===== config.mk =====
export PLATFORM = sky130hd
export DESIGN_NAME = id_ex_stage
export DESIGN_NICKNAME = d
export VERILOG_FILES = /design/src/rtl/id_ex_stage.sv
export SDC_FILE = /design/constraint.sdc
export NUM_CORES = 1
export LEC_CHECK = 0
export CAP_MARGIN = 20
export CORE_MARGIN = 2
export CORE_UTILIZATION = 33
export CTS_BUF_LIST = sky130_fd_sc_hd__clkbuf_8
export CTS_CLUSTER_SIZE = 16
export DETAILED_ROUTE_END_ITERATION = 10
export GPL_TIMING_DRIVEN = 0
export PLACE_DENSITY = 0.68
export SETUP_SLACK_MARGIN = 0.02
export SLEW_MARGIN = 20
export SYNTH_ARGS = -nofsm -noshare
export SYNTH_HDL_FRONTEND = slang
export SYNTH_SLANG_ARGS = --single-unit
export TNS_END_PERCENT = 50

===== constraint.sdc =====
create_clock -name clk -period 4.51 [get_ports clk]
set_clock_uncertainty 0.15 [all_clocks]
set_input_delay 1.1275 -clock clk [delete_from_list [all_inputs] [get_ports clk]]
set_output_delay 1.1275 -clock clk [all_outputs]
set_load 0.02 [all_outputs]

===== src/rtl/id_ex_stage.sv =====
// Decode/execute stage: operand forwarding, ALU-select decode, load-use stall and a
// single-entry valid/ready output register. Define ID_EX_PERF_EN to build the stall/flush counters.
module id_ex_stage #(
    parameter int XLEN = 32,
    parameter int RA_W = 5
) (
    input  logic            clk,
    input  logic            rst_n,
    input  logic            in_valid,
    output logic            in_ready,
    input  logic [6:0]      opcode,
    input  logic [2:0]      funct3,
    input  logic            funct7_5,
    input  logic [RA_W-1:0] rs1_addr,
    input  logic [RA_W-1:0] rs2_addr,
    input  logic [RA_W-1:0] rd_addr,
    input  logic [XLEN-1:0] rs1_data,
    input  logic [XLEN-1:0] rs2_data,
    input  logic [XLEN-1:0] imm,
    input  logic            ex_fwd_we,
    input  logic [RA_W-1:0] ex_fwd_rd,
    input  logic [XLEN-1:0] ex_fwd_data,
    input  logic            wb_fwd_we,
    input  logic [RA_W-1:0] wb_fwd_rd,
    input  logic [XLEN-1:0] wb_fwd_data,
    input  logic            flush,
    output logic            out_valid,
    input  logic            out_ready,
    output logic [XLEN-1:0] alu_a,
    output logic [XLEN-1:0] alu_b,
    output logic [2:0]      alu_sel,
    output logic [XLEN-1:0] store_data,
    output logic [RA_W-1:0] out_rd,
    output logic            out_reg_write,
    output logic            out_is_load,
    output logic            out_is_store,
    output logic            out_is_branch,
    output logic            out_illegal,
    output logic [31:0]     stall_cnt,
    output logic [31:0]     flush_cnt
);

    typedef enum logic [2:0] {
        ALU_ADD = 3'b000,
        ALU_SUB = 3'b001,
        ALU_AND = 3'b010,
        ALU_OR  = 3'b011,
        ALU_SLT = 3'b101
    } alu_sel_e;

    alu_sel_e        dec_sel, sel_q;
    logic            dec_imm, dec_rw, dec_ld, dec_st, dec_br, dec_ill, dec_use1, dec_use2;
    logic [XLEN-1:0] rs1_fwd, rs2_fwd;
    logic            hazard, accept;

    always_comb begin
        dec_sel  = ALU_ADD;
        dec_imm  = 1'b0;
        dec_rw   = 1'b0;
        dec_ld   = 1'b0;
        dec_st   = 1'b0;
        dec_br   = 1'b0;
        dec_ill  = 1'b0;
        dec_use2 = 1'b0;
        case (opcode)
            7'b0110011: begin
                dec_rw   = 1'b1;
                dec_use2 = 1'b1;
                case (funct3)
                    3'b000:  dec_sel = funct7_5 ? ALU_SUB : ALU_ADD;
                    3'b010:  dec_sel = ALU_SLT;
                    3'b110:  dec_sel = ALU_OR;
                    3'b111:  dec_sel = ALU_AND;
                    default: dec_ill = 1'b1;
                endcase
            end
            7'b0010011: begin
                dec_rw  = 1'b1;
                dec_imm = 1'b1;
                case (funct3)
                    3'b000:  dec_sel = ALU_ADD;
                    3'b010:  dec_sel = ALU_SLT;
                    3'b110:  dec_sel = ALU_OR;
                    3'b111:  dec_sel = ALU_AND;
                    default: dec_ill = 1'b1;
                endcase
            end
            7'b0000011: begin
                dec_rw  = 1'b1;
                dec_ld  = 1'b1;
                dec_imm = 1'b1;
                dec_ill = (funct3 != 3'b010);
            end
            7'b0100011: begin
                dec_st   = 1'b1;
                dec_imm  = 1'b1;
                dec_use2 = 1'b1;
                dec_ill  = (funct3 != 3'b010);
            end
            7'b1100011: begin
                dec_sel  = ALU_SUB;
                dec_br   = 1'b1;
                dec_use2 = 1'b1;
                dec_ill  = (funct3 != 3'b000);
            end
            default: dec_ill = 1'b1;
        endcase
        // Illegal encodings pass through with every side-effect flag cleared.
        if (dec_ill) begin
            dec_sel  = ALU_ADD;
            dec_imm  = 1'b0;
            dec_rw   = 1'b0;
            dec_ld   = 1'b0;
            dec_st   = 1'b0;
            dec_br   = 1'b0;
            dec_use2 = 1'b0;
        end
        dec_use1 = !dec_ill;
    end

    assign rs1_fwd = (rs1_addr == '0)                         ? '0          :
                     (ex_fwd_we && (ex_fwd_rd == rs1_addr))   ? ex_fwd_data :
                     (wb_fwd_we && (wb_fwd_rd == rs1_addr))   ? wb_fwd_data : rs1_data;
    assign rs2_fwd = (rs2_addr == '0)                         ? '0          :
                     (ex_fwd_we && (ex_fwd_rd == rs2_addr))   ? ex_fwd_data :
                     (wb_fwd_we && (wb_fwd_rd == rs2_addr))   ? wb_fwd_data : rs2_data;

    assign hazard = out_valid && out_is_load && (out_rd != '0) &&
                    ((dec_use1 && (rs1_addr == out_rd)) || (dec_use2 && (rs2_addr == out_rd)));
    assign in_ready = (!out_valid || out_ready) && !hazard;
    assign accept   = in_valid && in_ready && !flush;
    assign alu_sel  = sel_q;

    always_ff @(posedge clk or negedge rst_n) begin
        if (!rst_n) begin
            out_valid     <= 1'b0;
            alu_a         <= '0;
            alu_b         <= '0;
            sel_q         <= ALU_ADD;
            store_data    <= '0;
            out_rd        <= '0;
            out_reg_write <= 1'b0;
            out_is_load   <= 1'b0;
            out_is_store  <= 1'b0;
            out_is_branch <= 1'b0;
            out_illegal   <= 1'b0;
        end else begin
            if (flush)          out_valid <= 1'b0;
            else if (accept)    out_valid <= 1'b1;
            else if (out_ready) out_valid <= 1'b0;
            if (accept) begin
                alu_a         <= rs1_fwd;
                alu_b         <= dec_imm ? imm : rs2_fwd;
                sel_q         <= dec_sel;
                store_data    <= rs2_fwd;
                out_rd        <= rd_addr;
                out_reg_write <= dec_rw;
                out_is_load   <= dec_ld;
                out_is_store  <= dec_st;
                out_is_branch <= dec_br;
                out_illegal   <= dec_ill;
            end
        end
    end

`ifdef ID_EX_PERF_EN
    logic [31:0] stall_q, flush_q;
    always_ff @(posedge clk or negedge rst_n) begin
        if (!rst_n) begin
            stall_q <= '0;
            flush_q <= '0;
        end else begin
            if (in_valid && !in_ready && !flush) stall_q <= stall_q + 32'd1;
            if (flush && (out_valid || in_valid)) flush_q <= flush_q + 32'd1;
        end
    end
    assign stall_cnt = stall_q;
    assign flush_cnt = flush_q;
`else
    assign stall_cnt = '0;
    assign flush_cnt = '0;
`endif

endmodule

# After elaboration in Yosys (flattened, before gate mapping)
# Cells that the tools add are included.
# totals
mem_bits_ro	0
output_inout_bits	175
ramBits	0
ff_bits	110
latch_bits	0
input_bits	203
mem_count	0
# op_classes
multipliers	0
add_sub_neg	0
n_div	0
n_shift	0
n_bitwise	0
order_cmp	0
n_reduce_logical	30
muxes	29
n_eq_ne	15
# op_table
op	n
$mux 32	7
$eq 5x5->1	6
$pmux 3 s3	2
$mux 1	17
$eq 7x6->1 const B	2
$logic_and 1x1->1	12
$pmux 3 s4	1
$logic_not 5->1	2
$reduce_or 3->1	3
$eq 7x2->1 const B	1
$eq 7x5->1 const B	1
$eq 7x7->1 const B	1
$eq 3x3->1 const B	2
$reduce_bool 3->1	2
$reduce_bool 5->1	1
$logic_not 1->1	4
$reduce_or 2->1	2
$reduce_or 4->1	1
$eq 3x2->1 const B	1
$logic_not 3->1	1
$mux 3	1
$ne 3x2->1 const B	1
$pmux 1 s3	1
$logic_or 1x1->1	2

# Longest topological paths before layout
# Gate-level depths: netlist (run 1).
# logic_depth
depth_word	14
mapped_depth	8

# Worst setup path after synthesis (run 1)
# No wires, ideal clock.
# synth_path
kind	input -> output
start	input opcode[2]
end	output in_ready
arrival_ns	2.152
stages	5
setup_slack_ns	1.081
required_ns	3.233
path_cell_list	and4bb_2 > nand2_1 > a2111oi_2 > o21ai_1 > o21a_1
# synth_via
elab_chain_cells	9
elab_cells_between_ends	18
# synth_rtl
item	line_no	source
start: declaration	11	input logic [6:0] opcode,
$eq 7x6->1, or another cell as far along	65	case (opcode)
$reduce_or 2->1 (no source line) or $reduce_or 3->1 (tied branches)	--	
$pmux 1 s3 or $mux 1 (tied branches)	65	
$mux 1 or $logic_not 1->1 (tied branches)	109, 118	
$logic_and 1x1->1	129	((dec_use1 && (rs1_addr == out_rd)) || (dec_use2 && (rs2_addr == out_rd)));
$logic_or 1x1->1 (*)	129	
$logic_and 1x1->1 (*)	128	assign hazard = out_valid && out_is_load && (out_rd != '0) &&
$logic_not 1->1 (*)	130	assign in_ready = (!out_valid || out_ready) && !hazard;
$logic_and 1x1->1 (*)	130	
end: declaration	10	output logic in_ready,
# Mark *: on every way between the ends. The rest lies on a longest branch, timed or not.

# Worst setup path after layout (run 1)
# Ends and elaborated chain as after synthesis.

==> impl_summary.log, run 1 <==
[metrics] worst setup margin: around 0.39 ns
[metrics] DRT iter0 DRCs: 260
[metrics] worst hold path cell count: 1
[metrics] highest fanout seen on the critical path: 4
[metrics] DIE AREA: 0.0240 mm2
[metrics] layout cells sized above 1: 0.183
[metrics] cell with the most instances after synthesis: sky130_fd_sc_hd__dfrtp_1
[metrics] starting utilization of the core area: 0.334
[metrics] LEAKAGE: between 0.004 and 0.005 uW
[metrics] flops & latches, synth: between 100 and 150
[metrics] largest area contributor in the synthesized netlist: sky130_fd_sc_hd__dfrtp_1
[metrics] Worst path max stage delay: a little under 0.4 ns
[metrics] worst-case hold slack: 0.350 ns
[metrics] fraction of post-synthesis cell area in the top cell type by area: 0.366
[metrics] result of the run: completed
[metrics] worst min-delay path class: register to register
[metrics] I/O Buffers: roughly 310
[metrics] root buffer cell: sky130_fd_sc_hd__clkbuf_8
[metrics] startpoint of the worst hold path: alu_b[1]$_DFFE_PN0P_
[metrics] max-slew violation count: 0
[metrics] area of the placeable core: approximately 0.023 mm2
[metrics] Clk Latency, worst-skew pair: a little under 0.4 ns
[metrics] kind of end point of the critical path: output port
[metrics] Placed Area: approximately 0.011 mm2
[metrics] Vias: around 6700
[metrics] HPWL reported at the end of detailed placement: 21400 um
[metrics] routed wire length per instance: between 20 and 25 um
[metrics] start of the worst register-to-register path: out_rd[0]$_DFFE_PN0P_
[metrics] largest cells by area after synthesis: sky130_fd_sc_hd__dfrtp_1 (37%), sky130_fd_sc_hd__mux2_4 (20%), sky130_fd_sc_hd__mux2i_1 (8.5%), sky130_fd_sc_hd__buf_4 (6.4%), sky130_fd_sc_hd__a21oi_1 (4.3%)
[metrics] number of distinct library cells after synthesis: 39
[metrics] antenna diode count: 0
[metrics] power density relative to cell area: roughly 290 mW/mm2
[metrics] number of search-and-repair iterations in the first detailed-routing pass: 6
[metrics] Synth Warn #: 0
[metrics] Post-Synthesis Cell Area: ~0.0075 mm2
[metrics] non-filler cells, final: between 1000 and 1500
[metrics] DP Worst Slack: between 0.07 and 0.08 ns
[metrics] RSZ-0062 raised after global routing: false
[metrics] total global routing track utilization: 0.228
[metrics] last weighted congestion value of the routability-driven placer: between 0.8 and 0.9
[metrics] Die W: about 150 um
[metrics] sequential-to-total area share from yosys stat: 0.366
[metrics] via count of the first global-routing pass: ~7000
[metrics] r2r worst-path depth: 7
[metrics] flop2flop setup slack: approximately 1.9 ns
[metrics] Die Ht: roughly 150 um
[metrics] synthesized area per cell: between 10 and 15 um2
[metrics] Min Clock Period, post-route: 4.12 ns
[metrics] number of buffers and inverters on the critical path: 2
[metrics] CTS sink cnt: 110
[metrics] TritonCTS clock tree: built
[metrics] number of failing hold endpoints at the final stage: 0
[metrics] net count reported at finish: 1300
[metrics] power consumption: between 3000 and 4000 uW
[metrics] vias per inst: 4.81
[metrics] async set-or-reset flop fraction in the synthesized netlist: 1.00
[metrics] most instantiated cells after synthesis: sky130_fd_sc_hd__dfrtp_1 (110), sky130_fd_sc_hd__mux2_4 (99), sky130_fd_sc_hd__a21oi_1 (65), sky130_fd_sc_hd__o21ai_0 (65)
[metrics] worst-case headroom to the max-slew limit: 0.522
[metrics] Top delay family on crit path: compound AO/OA/AOI/OAI gates
[metrics] largest net degree at the start of global routing: 60
[metrics] endpoint of the worst hold-timing path: alu_b[1]$_DFFE_PN0P_
[metrics] initial antenna violation count: 0
[metrics] count of pins on the block boundary: 378
[metrics] wire length of the first global-routing pass: between 40000 and 50000 um
[metrics] Tightest Pin Transition: just over 0.7 ns
[metrics] Tcrit/Tclk final: 0.913
[metrics] Overflow after GRT: 0
[metrics] Crit path required time: between 3 and 4 ns
[metrics] number of hold-repair buffers added at the cts stage: 0
[metrics] clock input transition at the sequential cells of the worst setup and hold paths: ~0.12 ns
[metrics] max cap viols: 0
[metrics] Worst path slowest cell: sky130_fd_sc_hd__clkdlybuf4s50_1
[metrics] critical register-to-register path endpoint: alu_a[9]$_DFFE_PN0P_
[metrics] max frequency: 0.243 GHz
[metrics] arrival time at the worst endpoint: 2.84 ns
[metrics] Remaining DRCs: 0
[metrics] synthesized instance count: approximately 700
[metrics] Std-Cell Rows: 55
[metrics] Detail Route Antenna Nets: 0
[metrics] maximum resistive drop on vdd: 0.000137 V
[metrics] cell count after placement: approximately 1400
[metrics] cell area after layout: ~0.011 mm2
[metrics] maximum clock path buffer count: 2
[metrics] Final Routed Wirelength: around 28000 um
[metrics] Setup violations, final: 0
[metrics] post-synthesis to final-layout area growth: 52.4%
[metrics] type of the worst setup path: input port to output port
[metrics] CTS Buf Count: 9
[metrics] Most used DFF post-synth: sky130_fd_sc_hd__dfrtp_1
[metrics] number of flops mapped to enable cells by yosys: 0
[metrics] Worst Setup Start Kind: input port
[metrics] depth of the CTS H-tree: 3
[metrics] series of cell instances along the critical path: clkdlybuf4s50_1, and4bb_2, nand2_1, a2111oi_2, o21ai_1, o21a_1, dlymetal6s2s_1
timing repair:
| item | 4_1_cts | 5_1_grt |
|---|---|---|
| gates resized for setup | 0 | 1 |
| setup endpoints to repair | 0 | 1 |
| buffers inserted | 0 | 0 |
layer usage:
metal | global-route usage | vias up | wire (um) | part of all wire
li1 | - | 3169 | - | -
met1 | 0.279 | 3240 | 11800 | 0.42
met2 | 0.411 | 246 | 14200 | 0.51
met3 | 0.0476 | 17 | 1700 | 0.061
met4 | 0.0498 | 0 | 302 | 0.011
met5 | 0 | - | 0 | 0
cell usage in the layout (no fill, tap or decap), types with 4 or more instances in the layout:
master and instances:
sky130_fd_sc_hd__clkdlybuf4s50_1 311, sky130_fd_sc_hd__dfrtp_1 110, sky130_fd_sc_hd__mux2_4 99, sky130_fd_sc_hd__o21ai_0 65
sky130_fd_sc_hd__a21oi_1 65, sky130_fd_sc_hd__mux2i_1 64, sky130_fd_sc_hd__buf_4 64, sky130_fd_sc_hd__conb_1 64
sky130_fd_sc_hd__nand2_1 39, sky130_fd_sc_hd__inv_1 34, sky130_fd_sc_hd__o221ai_1 32, sky130_fd_sc_hd__clkbuf_1 28
sky130_fd_sc_hd__xor2_1 19, sky130_fd_sc_hd__buf_6 12, sky130_fd_sc_hd__xnor2_1 11, sky130_fd_sc_hd__mux2_1 10
sky130_fd_sc_hd__clkbuf_8 10, sky130_fd_sc_hd__nor2_1 8, sky130_fd_sc_hd__buf_2 8, sky130_fd_sc_hd__nand3_1 5
sky130_fd_sc_hd__nor4_1 5, sky130_fd_sc_hd__nand2b_1 4, sky130_fd_sc_hd__nor3_1 4
through the flow:
step	util	TNS, ns
floorplan	-	0
global placement	0.500	-259.41
detailed placement	0.501	0
CTS	0.509	0
global route	0.509	0
finish	0.509	0
registers in the layout (all words and copies together) (netlist names):
register and flops:
out_is_load 1, out_illegal 1, alu_b 32, store_data 32
alu_sel 3, out_reg_write 1, out_rd 5, out_is_store 1
out_is_branch 1, out_valid 1, alu_a 32
how the worst max path moves through the flow:
| stage | from | end | depth (start not counted) |
|---|---|---|---|
| floorplan | opcode[2] | in_ready | 5 |
| global placement | rst_n | alu_b[3]$_DFFE_PN0P_ | 1 |
| detailed placement | opcode[3] | in_ready | 7 |
| CTS | opcode[3] | in_ready | 7 |
| global route | opcode[5] | in_ready | 7 |
| finish | opcode[2] | in_ready | 7 |
layout make-up:
class / count / area, um2
Buffer: 112 / 753
Clock buffer: 10 / 138
Clock inverter: 5 / 43.8
Fill cell: 2132 / 11000
Inverter: 34 / 128
Multi-Input combinational cell: 516 / 4130
Sequential cell: 110 / 2750
Tap cell: 285 / 357
Timing Repair Buffer: 314 / 3160
kinds of logic (layout without fill, tap and decap cells):
group	Yosys count	in the layout	synth area share
multiplexers	173	173	0.298
AO/OA/AOI/OAI	172	172	0.135
buffers and inverters	146	475	0.117
flip-flops	110	110	0.366
AND/OR/NAND/NOR	77	77	0.0491
XOR/XNOR	30	30	0.0349
other	1	64	0.000498
power breakdown:
part           switching (uW)  total (uW)  internal (uW)
logic                     643        1460            820
registers                 126        1300           1170
clock network             383         604            221
total                    1150        3360           2210
(Power assumes the default switching activity.)
==> inputs of run 2 (changes only) <==
CORE_MARGIN = not set   (was 2)
==> impl_summary.log, run 2 (synthesized netlist as in run 1, its figures left out) <==
[metrics] starting utilization of the core area: 0.341 (+0.00619)
[metrics] Detail Route Antenna Nets: 0 (unchanged)
[metrics] most frequent standard cell in the layout excluding fill and tap cells: sky130_fd_sc_hd__clkdlybuf4s50_1
[metrics] Overflow after GRT: 0 (unchanged)
[metrics] Final Routed Wirelength: 27300 um (-2.6%)
[metrics] series of cell instances along the critical path: clkdlybuf4s50_1, and4bb_2, nand2_1, a2111oi_2, o21ai_1, o21a_1, dlymetal6s2s_1
[metrics] Tightest Pin Transition: 0.711 ns (-0.00627 ns)
[metrics] max frequency: 0.246 GHz (+1.2%)
[metrics] power consumption: 3410 uW (+1.4%)
[metrics] number of hold-repair buffers added at the cts stage: 0 (unchanged)
[metrics] layout cells sized above 1: 0.182 (about the same)
[metrics] non-filler cells, final: 1382 (-0.29%)
[metrics] count of pins on the block boundary: 378 (unchanged)
[metrics] CTS sink cnt: 110 (unchanged)
[metrics] Die W: 153 um (-1.3%)
[metrics] root buffer cell: sky130_fd_sc_hd__clkbuf_8
[metrics] vias per inst: 4.82 (+0.23%)
[metrics] wire length of the first global-routing pass: 41400 um (-0.58%)
[metrics] Vias: 6668 (-0.060%)
[metrics] Setup violations, final: 0 (unchanged)
[metrics] Worst path slowest cell: sky130_fd_sc_hd__clkdlybuf4s50_1
[metrics] Clk Latency, worst-skew pair: 0.38 ns (about the same)
[metrics] number of search-and-repair iterations in the first detailed-routing pass: 5 (-1)
[metrics] result of the run: completed
[metrics] power density relative to cell area: 297 mW/mm2 (+1.2%)
[metrics] worst min-delay path class: register to register
[metrics] number of buffers and inverters on the critical path: 2 (unchanged)
[metrics] net count reported at finish: 1300 (unchanged)
[metrics] DIE AREA: 0.0234 mm2 (-2.6%)
[metrics] Min Clock Period, post-route: 4.07 ns (-0.0498 ns)
[metrics] depth of the CTS H-tree: 3 (unchanged)
[metrics] # fillers: 2051 (-3.8%)
[metrics] final core area utilization: 0.520 (+0.0102)
[metrics] TritonCTS clock tree: built
[metrics] antenna diode count: 0 (unchanged)
[metrics] Worst Setup Start Kind: input port
[metrics] Std-Cell Rows: 54 (-1.8%)
[metrics] type of the worst setup path: input port to output port
[metrics] LEAKAGE: 0.00490 uW (+0.37%)
[metrics] Die Ht: 153 um (-1.3%)
[metrics] DRT iter0 DRCs: 274 (+5.4%)
[metrics] clock input transition at the sequential cells of the worst setup and hold paths: 0.11 ns (about the same)
[metrics] via count of the first global-routing pass: 6895 (-1.2%)
[metrics] I/O Buffers: 313 (unchanged)
[metrics] worst-case headroom to the max-slew limit: 0.526 (+0.00418)
[metrics] Crit path required time: 3.23 ns (about the same)
[metrics] commonest cells after routing, fill and taps aside: sky130_fd_sc_hd__clkdlybuf4s50_1 (311), sky130_fd_sc_hd__dfrtp_1 (110), sky130_fd_sc_hd__mux2_4 (99)
[metrics] Top delay family on crit path: compound AO/OA/AOI/OAI gates
[metrics] largest registers in the final layout: alu_a x32, alu_b x32, store_data x32
[metrics] maximum resistive drop on vdd: 0.000178 V (+30%)
[metrics] routed wire length per instance: 19.7 um (-2.3%)
[metrics] highest fanout seen on the critical path: 4 (unchanged)
[metrics] arrival time at the worst endpoint: 2.79 ns (-0.05 ns)
[metrics] initial antenna violation count: 0 (unchanged)
[metrics] area of the placeable core: 0.0221 mm2 (-1.8%)
[metrics] number of failing hold endpoints at the final stage: 0 (unchanged)
[metrics] CTS Buf Count: 9 (unchanged)
[metrics] total global routing track utilization: 0.233 (+0.00575)
[metrics] Tcrit/Tclk final: 0.902 (-0.0110)
[metrics] Remaining DRCs: 0 (unchanged)
[metrics] post-synthesis to final-layout area growth: 52.6%
[metrics] max cap viols: 0 (unchanged)
[metrics] largest net degree at the start of global routing: 69 (+15%)
[metrics] max-slew violation count: 0 (unchanged)
[metrics] RSZ-0062 raised after global routing: false
[metrics] last weighted congestion value of the routability-driven placer: 0.829 (+1.5%)
[metrics] HPWL reported at the end of detailed placement: 21100 um (-1.5%)
[metrics] Worst path max stage delay: 0.39 ns (about the same)
[metrics] maximum clock path buffer count: 2 (unchanged)
[metrics] cell count after placement: 1366 (-0.36%)
[metrics] kind of end point of the critical path: output port
run 2: cell type report:
| class | count | area, um2 | share of cell area |
|---|---|---|---|
| Clock buffer | 10 | 138 | 0.0120 |
| Multi-Input combinational cell | 516 | 4130 | 0.359 |
| Clock inverter | 6 | 67.6 | 0.00589 |
| Sequential cell | 110 | 2750 | 0.240 |
| Buffer | 112 | 753 | 0.0656 |
| Tap cell | 280 | 350 | 0.0305 |
| Inverter | 34 | 128 | 0.0111 |
| Timing Repair Buffer | 314 | 3160 | 0.276 |
run 2: final timing paths:
kind / start / to / slack [ns] / cells past startpoint
setup / recovery: opcode[2] / in_ready / 0.44 / 7
hold / removal: store_data[30]$_DFFE_PN0P_ / store_data[30]$_DFFE_PN0P_ / 0.34 / 1
setup reg to reg: out_rd[0]$_DFFE_PN0P_ / alu_a[19]$_DFFE_PN0P_ / 2.00 / 7
hold reg to reg: store_data[30]$_DFFE_PN0P_ / store_data[30]$_DFFE_PN0P_ / 0.34 / 1
max in group asynchronous: rst_n / store_data[15]$_DFFE_PN0P_ / 3.00 / 2
min in group asynchronous: rst_n / alu_a[26]$_DFFE_PN0P_ / 0.49 / 1
run 2: timing repair:
| action | CTS | global route |
|---|---|---|
| hold endpoints to repair | 0 | 0 |
| endpoints found under the setup margin | 0 | 1 |
| buffers inserted | 0 | 0 |
| resized for setup | 0 | 1 |
run 2: power by group:
group / total [uW] / switching (uW) / internal, uW / leakage, uW
Combinational: 1460 / 641 / 820 / 0.00348
Sequential: 1290 / 126 / 1170 / 0.00131
Clock: 654 / 377 / 277 / 0.000105
run 2: metal layers:
metal  vias to the layer above  part of all wire  global-route usage
met4                         0             0.026              0.0765
met5                         -                 0                   0
li1                       3181                 -                   -
met2                       273              0.49               0.409
met3                        40             0.061              0.0544
met1                      3174              0.42               0.281
run 2: per-stage QoR:
| stage | setup WS [ns] | instance area, um2 | hold slack (ns) | TNS (ns) |
|---|---|---|---|---|
| floorplan | 1.08 | 7760 | 0.459 | 0 |
| global placement | -2.48 | 11200 | 0.317 | -271.88 |
| detailed placement | 0.0976 | 11300 | 0.324 | 0 |
| CTS | 0.0912 | 11500 | 0.348 | 0 |
| global route | 0.322 | 11500 | 0.358 | 0 |
| finish | 0.442 | 11500 | 0.343 | 0 |
==> inputs of run 3 (changes only) <==
PLACE_DENSITY = 0.65   (was 0.68)
RECOVER_POWER = 100   (was not set)
==> impl_summary.log, run 3 (synthesized netlist as in run 1, its figures left out) <==
[metrics] post-synthesis to final-layout area growth: 47.0%
[metrics] critical register-to-register path endpoint: alu_a[30]$_DFFE_PN0P_
[metrics] via count of the first global-routing pass: 6886 (-0.13%)
[metrics] worst-case headroom to the max-slew limit: -0.800 (-1.33)
[metrics] LEAKAGE: 0.00463 uW (-5.4%)
[metrics] HPWL reported at the end of detailed placement: 21100 um (+0.19%)
[metrics] total global routing track utilization: 0.234 (+0.000806)
[metrics] Die Ht: 153 um (unchanged)
[metrics] Clk Latency, worst-skew pair: 0.38 ns (about the same)
[metrics] vias per inst: 4.82 (about the same)
[metrics] DRT iter0 DRCs: 204 (-26%)
[metrics] layout cells sized above 1: 0.0953 (-0.0871)
[metrics] Overflow after GRT: 0 (unchanged)
[metrics] final core area utilization: 0.501 (-0.0189)
[metrics] wire length of the first global-routing pass: 41600 um (+0.52%)
[metrics] r2r worst-path depth: 7 (unchanged)
[metrics] highest fanout seen on the critical path: 10 (+6)
[metrics] DIE AREA: 0.0234 mm2 (unchanged)
[metrics] area of combinational cells with multiple inputs: 0.00380 mm2 (-7.8%)
[metrics] number of failing hold endpoints at the final stage: 0 (unchanged)
[metrics] maximum resistive drop on vdd: 0.000127 V (-28%)
[metrics] power consumption: 3140 uW (-8.0%)
[metrics] worst-case hold slack: 0.340 ns (-0.00278 ns)
[metrics] starting utilization of the core area: 0.341 (unchanged)
[metrics] arrival time at the worst endpoint: 4.29 ns (+1.50 ns)
[metrics] RSZ-0062 raised after global routing: false
[metrics] commonest cells after routing, fill and taps aside: sky130_fd_sc_hd__clkdlybuf4s50_1 (199), sky130_fd_sc_hd__dlygate4sd3_1 (112), sky130_fd_sc_hd__dfrtp_1 (110)
[metrics] Tcrit/Tclk final: 0.924 (+0.0224)
[metrics] Vias: 6664 (-0.060%)
[metrics] net count reported at finish: 1300 (unchanged)
[metrics] max-slew violation count: 46 (+46)
[metrics] cell area after layout: 0.0111 mm2 (-3.6%)
[metrics] kind of end point of the critical path: register
[metrics] Crit path required time: 4.64 ns (+1.41 ns)
[metrics] final setup TNS: 0 ns (unchanged)
[metrics] routed wire length per instance: 19.8 um (+0.19%)
[metrics] series of cell instances along the critical path: clkdlybuf4s50_1, xor2_1, nor4_1, and3_1, buf_2, clkbuf_1, mux2i_1, o221ai_1, mux2_1
[metrics] number of buffers inserted by post-CTS setup repair: 0 (unchanged)
[metrics] Min Clock Period, post-route: 4.17 ns (+0.101 ns)
[metrics] TritonCTS clock tree: built
[metrics] I/O Buffers: 313 (unchanged)
[metrics] type of the worst setup path: input port to register
[metrics] antenna diode count: 0 (unchanged)
[metrics] most frequent standard cell in the layout excluding fill and tap cells: sky130_fd_sc_hd__clkdlybuf4s50_1
[metrics] Die W: 153 um (unchanged)
[metrics] number of search-and-repair iterations in the first detailed-routing pass: 4 (-1)
[metrics] result of the run: finished with violations
[metrics] startpoint of the worst hold path: alu_b[19]$_DFFE_PN0P_
[metrics] Std-Cell Rows: 54 (unchanged)
[metrics] max frequency: 0.240 GHz (-2.4%)
[metrics] area of the placeable core: 0.0221 mm2 (unchanged)
[metrics] CTS sink cnt: 110 (unchanged)
[metrics] CTS-repair resized insts: 0 (unchanged)
[metrics] violated checks: max-capacitance violations, max-slew violations
[metrics] depth of the CTS H-tree: 3 (unchanged)
[metrics] number of hold-repair buffers added at the cts stage: 0 (unchanged)
[metrics] root buffer cell: sky130_fd_sc_hd__clkbuf_8
[metrics] Tightest Pin Transition: 2.70 ns (+1.99 ns)
[metrics] last weighted congestion value of the routability-driven placer: 0.842 (+1.6%)
[metrics] power density relative to cell area: 284 mW/mm2 (-4.5%)
[metrics] flop2flop setup slack: 1.36 ns (-0.64 ns)
[metrics] # fillers: 2184 (+6.5%)
[metrics] Worst path max stage delay: 0.85 ns (+0.46 ns)
[metrics] worst hold path cell count: 1 (unchanged)
[metrics] largest net degree at the start of global routing: 66 (-4.3%)
[metrics] FF+latch area: 0.00275 mm2 (unchanged)
[metrics] Detail Route Antenna Nets: 0 (unchanged)
[metrics] maximum clock path buffer count: 2 (unchanged)
[metrics] Worst path slowest cell: sky130_fd_sc_hd__clkbuf_1
[metrics] initial antenna violation count: 0 (unchanged)
[metrics] Remaining DRCs: 0 (unchanged)
[metrics] CTS Buf Count: 9 (unchanged)
[metrics] clock input transition at the sequential cells of the worst setup and hold paths: 0.11 ns (about the same)
[metrics] largest registers in the final layout: alu_a x32, alu_b x32, store_data x32
[metrics] Placed Area: 0.0113 mm2 (unchanged)
[metrics] endpoint of the worst hold-timing path: alu_b[19]$_DFFE_PN0P_
[metrics] count of pins on the block boundary: 378 (unchanged)
[metrics] start of the worst register-to-register path: out_rd[0]$_DFFE_PN0P_
[metrics] worst min-delay path class: register to register
[metrics] Worst Setup Start Kind: input port
[metrics] max cap viols: 1 (+1)
[metrics] Setup violations, final: 0 (unchanged)
[metrics] Final Routed Wirelength: 27300 um (+0.19%)
## run 3: changes by cell type in the layout (fill, tap and decap cells not counted), sizes merged
cell           delta
clkdlybuf4s50   -112
clkinv            +5
inv               -3
dlymetal6s2s      -1
clkinvlp          -1
buf              -12
bufinv            -1
clkbuf           +13
dlygate4sd3     +112
## run 3: critical path, delay by kind of cell
kind            cells  cell delay, ns
mux                 2            0.76
compound gates      1            0.17
buf+inv             3            1.60
simple gates        2            0.43
xor+xnor            1            0.19
## run 3: power breakdown
part           total [uW]  switching (uW)  internal [uW]  leakage, uW
clock                 600             380            220    0.0000966
combinational        1270             637            628      0.00323
sequential           1270             104           1170      0.00131
## run 3: metrics by stage
stage	cells	setup slack, ns
CTS	1382	0.0790
global placement	1365	-2.45
global route	1382	0.174
floorplan	772	1.08
detailed placement	1366	0.0929
finish	1382	0.341
## run 3: routing by layer
metal	vias to the layer above	share of wire	track usage
li1	3195	-	-
met1	3163	0.42	0.291
met2	270	0.49	0.398
met3	36	0.067	0.0508
met4	0	0.024	0.0880
met5	-	0	0
## run 3: area by class of cell
type | instances | area share
buffer | 112 | 0.0630
clock buffer | 10 | 0.0124
tap | 280 | 0.0317
sequential | 110 | 0.249
multi-input combinational | 516 | 0.344
timing repair buffer | 314 | 0.285
inverter | 34 | 0.0115
clock inverter | 6 | 0.00407
## run 3: worst max-delay path by stage
stage / endpoint / start
global placement: alu_b[3]$_DFFE_PN0P_ / rst_n
floorplan: in_ready / opcode[2]
CTS: in_ready / opcode[3]
detailed placement: in_ready / opcode[3]
finish: alu_b[0]$_DFFE_PN0P_ / rs2_addr[0]
global route: alu_b[0]$_DFFE_PN0P_ / rs2_addr[0]
